$ cat src/rtl/convertidor_bcd_bin.sv
// Sequential BCD-to-binary converter: three BCD digits in, 10-bit binary out.
// Uses reverse double-dabble (shift right, subtract 3), one shift per clock.
module convertidor_bcd_bin (
    input  logic       clk,
    input  logic       rst,
    input  logic       start,
    input  logic [3:0] centenasBCD,
    input  logic [3:0] decenasBCD,
    input  logic [3:0] unidadesBCD,
    output logic [9:0] numBinario,
    output logic       busy,
    output logic       done,
    output logic       error
);

    typedef enum logic [1:0] {
        IDLE  = 2'd0,
        SHIFT = 2'd1,
        DONE  = 2'd2
    } state_t;

    state_t      state_q, state_d;
    logic [11:0] bcd_q, bcd_d;
    logic [9:0]  bin_q, bin_d;
    logic [3:0]  cnt_q, cnt_d;
    logic [9:0]  num_q, num_d;
    logic        err_q, err_d;

    logic [11:0] bcd_shifted;
    logic [11:0] bcd_adjusted;
    logic [9:0]  bin_shifted;
    logic        digit_invalid;

    // One right shift of {bcd, bin}: the BCD LSB moves into the binary MSB.
    assign bcd_shifted = {1'b0, bcd_q[11:1]};
    assign bin_shifted = {bcd_q[0], bin_q[9:1]};

    generate
        for (genvar gi = 0; gi < 3; gi++) begin : g_nibble_adj
            assign bcd_adjusted[gi*4 +: 4] = (bcd_shifted[gi*4 +: 4] >= 4'd8)
                                           ? bcd_shifted[gi*4 +: 4] - 4'd3
                                           : bcd_shifted[gi*4 +: 4];
        end
    endgenerate

    assign digit_invalid = (centenasBCD > 4'd9) || (decenasBCD > 4'd9) ||
                           (unidadesBCD > 4'd9);

    always_ff @(posedge clk or posedge rst) begin
        if (rst) begin
            state_q <= IDLE;
            bcd_q   <= '0;
            bin_q   <= '0;
            cnt_q   <= '0;
            num_q   <= '0;
            err_q   <= 1'b0;
        end else begin
            state_q <= state_d;
            bcd_q   <= bcd_d;
            bin_q   <= bin_d;
            cnt_q   <= cnt_d;
            num_q   <= num_d;
            err_q   <= err_d;
        end
    end

    always_comb begin
        state_d = state_q;
        bcd_d   = bcd_q;
        bin_d   = bin_q;
        cnt_d   = cnt_q;
        num_d   = num_q;
        err_d   = err_q;
        case (state_q)
            IDLE: begin
                if (start) begin
                    if (digit_invalid) begin
                        // Rejected request keeps the previous result visible.
                        err_d   = 1'b1;
                        state_d = DONE;
                    end else begin
                        err_d   = 1'b0;
                        bcd_d   = {centenasBCD, decenasBCD, unidadesBCD};
                        bin_d   = '0;
                        cnt_d   = '0;
                        state_d = SHIFT;
                    end
                end
            end
            SHIFT: begin
                bcd_d = bcd_adjusted;
                bin_d = bin_shifted;
                cnt_d = cnt_q + 4'd1;
                if (cnt_q == 4'd9) begin
                    num_d   = bin_shifted;
                    state_d = DONE;
                end
            end
            DONE: begin
                state_d = IDLE;
            end
            default: begin
                state_d = IDLE;
            end
        endcase
    end

    assign numBinario = num_q;
    assign busy       = (state_q == SHIFT);
    assign done       = (state_q == DONE);
    assign error      = err_q;

endmodule

$ cat config.mk
export PLATFORM = sky130hd
export DESIGN_NAME = convertidor_bcd_bin
export DESIGN_NICKNAME = d
export VERILOG_FILES = /design/src/rtl/convertidor_bcd_bin.sv
export SDC_FILE = /design/constraint.sdc
export NUM_CORES = 1
export LEC_CHECK = 0
export CAP_MARGIN = 15
export CORE_MARGIN = 2
export CORE_UTILIZATION = 53
export CTS_CLUSTER_SIZE = 28
export DETAILED_ROUTE_END_ITERATION = 8
export PLACE_DENSITY = 0.79
export SKIP_CTS_REPAIR_TIMING = 1
export SKIP_LAST_GASP = 1
export SYNTH_ARGS = -nofsm -noshare
export SYNTH_HDL_FRONTEND = slang
export SYNTH_SLANG_ARGS = --single-unit
$ cat constraint.sdc
create_clock -name clk -period 2.25 [get_ports clk]
set_clock_uncertainty 0.15 [all_clocks]
set_input_delay 0.675 -clock clk [delete_from_list [all_inputs] [get_ports clk]]
set_output_delay 0.675 -clock clk [all_outputs]
set_load 0.01 [all_outputs]
==> flow_metrics.env <==
export IMPL_seq_area_um2=951
export IMPL_grt_ovfl_total=0
export IMPL_synth_most_common_cell="dfrtp_1"
export IMPL_grt_max_degree=39
export IMPL_cp_max_fo=2
export IMPL_timing_critical_path_slowest_stage_cell="clkdlybuf4s50_1"
export IMPL_path_depth=1
export IMPL_clk_pin_slew_ps=110
export IMPL_finalSetupViolCount=0
export IMPL_ys_seq_area_frac=0.529
export IMPL_gp_congestion=0.814
export IMPL_reg2regPathDepth=5
export IMPL_hpwl_um=2540
export IMPL_critPathLaunchType="flip-flop"
export IMPL_min_to="bcd_q[11]"
export IMPL_required_ps=1420
export IMPL_io_buffer_count=27
export IMPL_cts_tree="yes"
export IMPL_avgRoutedWirePerCell_um=14.4
export IMPL_numCtsBuffers=5
export IMPL_synth_ff_type="dfrtp_1"
export IMPL_die_w_um=62.2
export IMPL_fin_crit_sh=0.927
export IMPL_vias_per_cell=5.39
export IMPL_synth_top_cells_by_count="dfrtp_1 (38), o21ai_0 (16), nand2_1 (14), mux2_2 (10), a22o_1 (9)"
export IMPL_synthTopCellsByArea="dfrtp_1 (53%), mux2_2 (6.3%), o21ai_0 (4.5%)"
export IMPL_final_area_um2=2270
export IMPL_area_growth_pct=26.4
export IMPL_row_count=21
export IMPL_min_from="bcd_q[11]"
export IMPL_setup_ws_ps=164
export IMPL_setup_tns_ps=0
export IMPL_r2r_slack_ps=450
export IMPL_clock_sinks=38
export IMPL_synth_seq_cells=38
export IMPL_path_cells="clkdlybuf4s50_1"
export IMPL_dieArea_um2=3870
export IMPL_vias=1304
export IMPL_ys_types=31
export IMPL_cp_arrival_ps=1260
export IMPL_track_usage=0.199
export IMPL_synthesis_nets=178
export IMPL_yosysWarnings=0
export IMPL_drtIter0Drc=49
export IMPL_synthArstFlopShare=1.00
export IMPL_drive_above_1_share=0.184
export IMPL_crit_buf_inv=1
export IMPL_cts_max_path_buffers=2
export IMPL_syn_avg_cell_area_um2=11.5
export IMPL_worst_slew_pin_slew_ps=455
export IMPL_worstReg2RegEnd="numBinario[6]"
export IMPL_max_freq_mhz=479
export IMPL_nNetsFinal=216
export IMPL_whs_path_depth=2
export IMPL_antenna_found_initial=0
export IMPL_syn_area_um2=1800
export IMPL_path_delay_family="buffers and inverters"
export IMPL_p_per_area_nw_per_um2=1240
export IMPL_vdd_ir_drop_max_mv=0.868
export IMPL_status="complete, no violations"
export IMPL_slew_headroom=0.697
export IMPL_drt_pass1_iter_count=4
export IMPL_leakage_nw=1.09
export IMPL_nFillCells=255
export IMPL_place_ws_ps=-70.4
export IMPL_coreArea_um2=3280
export IMPL_pin_count=28
export IMPL_grt_pass1_wl_um=5910
export IMPL_yosysTopAreaCell="dfrtp_1"
export IMPL_diodes=0
export IMPL_drt_total_wl_um=3490
export IMPL_synth_top_area_frac=0.529
export IMPL_slew_violations=0
export IMPL_antenna_left=0
export IMPL_worstSetupPathType="reg -> out"
export IMPL_root_buffer="clkbuf_4"
export IMPL_grt_pass1_vias=1256
export IMPL_slowest_delay_ps=540
export IMPL_start_util=0.547
export IMPL_placed_area_um2=2150
export IMPL_hold_viol=0
export IMPL_post_route_min_period_ps=2090
export IMPL_drc=0
export IMPL_endpoint_kind="primary output"
export IMPL_drv_cap=0
export IMPL_rsz0062_at_grt="false"
export IMPL_min_path_type="reg -> reg"
export IMPL_multi_input_area_um2=762
export IMPL_insertion_delay_ps=350
export IMPL_netlist_instances=157
export IMPL_htreeDepth=2
export IMPL_rr_startpoint="state_q[1]"
export IMPL_synth_edf_count=0
export IMPL_die_h_um=62.2
worst max-delay path by stage:
stage / startpoint / to / slack, ps
finish: numBinario[5] / numBinario[5] / 160
floorplan: centenasBCD[2] / cnt_q[3] / 490
global route: numBinario[8] / numBinario[8] / 90
global placement: decenasBCD[2] / cnt_q[2] / -10
detailed placement: decenasBCD[2] / bcd_q[11] / -70
CTS: state_q[1] / busy / -180
kinds of logic after synthesis:
family / count (synthesis) / synth area share
AO/OA/AOI/OAI: 42 / 0.164
XOR/XNOR: 4 / 0.0195
adder cells (fa/ha/maj): 6 / 0.0418
buffers and inverters: 16 / 0.0515
flip-flops: 38 / 0.529
multiplexers: 17 / 0.102
AND/OR/NAND/NOR: 34 / 0.0926
cell type report:
class                   instances  share of cell area
clock buffers                   5              0.0165
repair buffers                 38               0.157
flip-flops and latches         38               0.418
inverters                       9              0.0171
well taps                      46              0.0253
multi-input cells             103               0.335
clock inverters                 3              0.0303
stage by stage:
step                total power [mW]  hold slack [ps]  std cells  utilization
detailed placement              2.25              327        234        0.656
global placement                2.19              317        234        0.656
floorplan                       1.87              299        157            -
CTS                             2.83              369        242        0.688
global route                    3.01              388        242        0.692
finish                          2.83              363        242        0.692
layer usage:
layer | track usage | wire length, um | vias up
met1 | 0.263 | 1570 | 652
met2 | 0.317 | 1710 | 26
met4 | 0.0833 | 82 | 0
met5 | 0 | 0 | -
li1 | - | - | 620
met3 | 0.0507 | 128 | 6
placed cells by master, fill, tap and decap left out, types with 2 or more instances in the layout:
cell type / netlist / routed
a21boi_1: 2 / 2
a21oi_1: 6 / 6
a22o_1: 9 / 9
a2bb2oi_1: 2 / 2
buf_4: 3 / 11
bufinv_16: 0 / 2
clkbuf_4: 0 / 5
clkdlybuf4s50_1: 0 / 25
dfrtp_1: 38 / 38
dlymetal6s2s_1: 0 / 2
ha_1: 6 / 6
inv_1: 8 / 8
mux2_2: 10 / 10
mux2i_1: 7 / 7
nand2_1: 14 / 14
nand2b_1: 4 / 3
nand3_1: 2 / 2
nor2_1: 6 / 6
nor2b_1: 2 / 2
o21ai_0: 16 / 16
o21ai_2: 3 / 3
or3_1: 2 / 2
xnor2_1: 4 / 4
state kept, by name, indices dropped and copies added, names as in the netlist:
register / cells
error: 1
bin_q: 9
bcd_q: 12
numBinario: 10
state_q: 2
cnt_q: 4
where the power goes:
group | leakage, nW | internal (mW) | switching, mW | total, mW
Clock | 0.0554 | 0.347 | 0.233 | 0.580
Sequential | 0.500 | 0.944 | 0.245 | 1.19
Combinational | 0.535 | 0.551 | 0.508 | 1.06
Total | 1.09 | 1.84 | 0.986 | 2.83
Power figures use the tool's default switching activity.
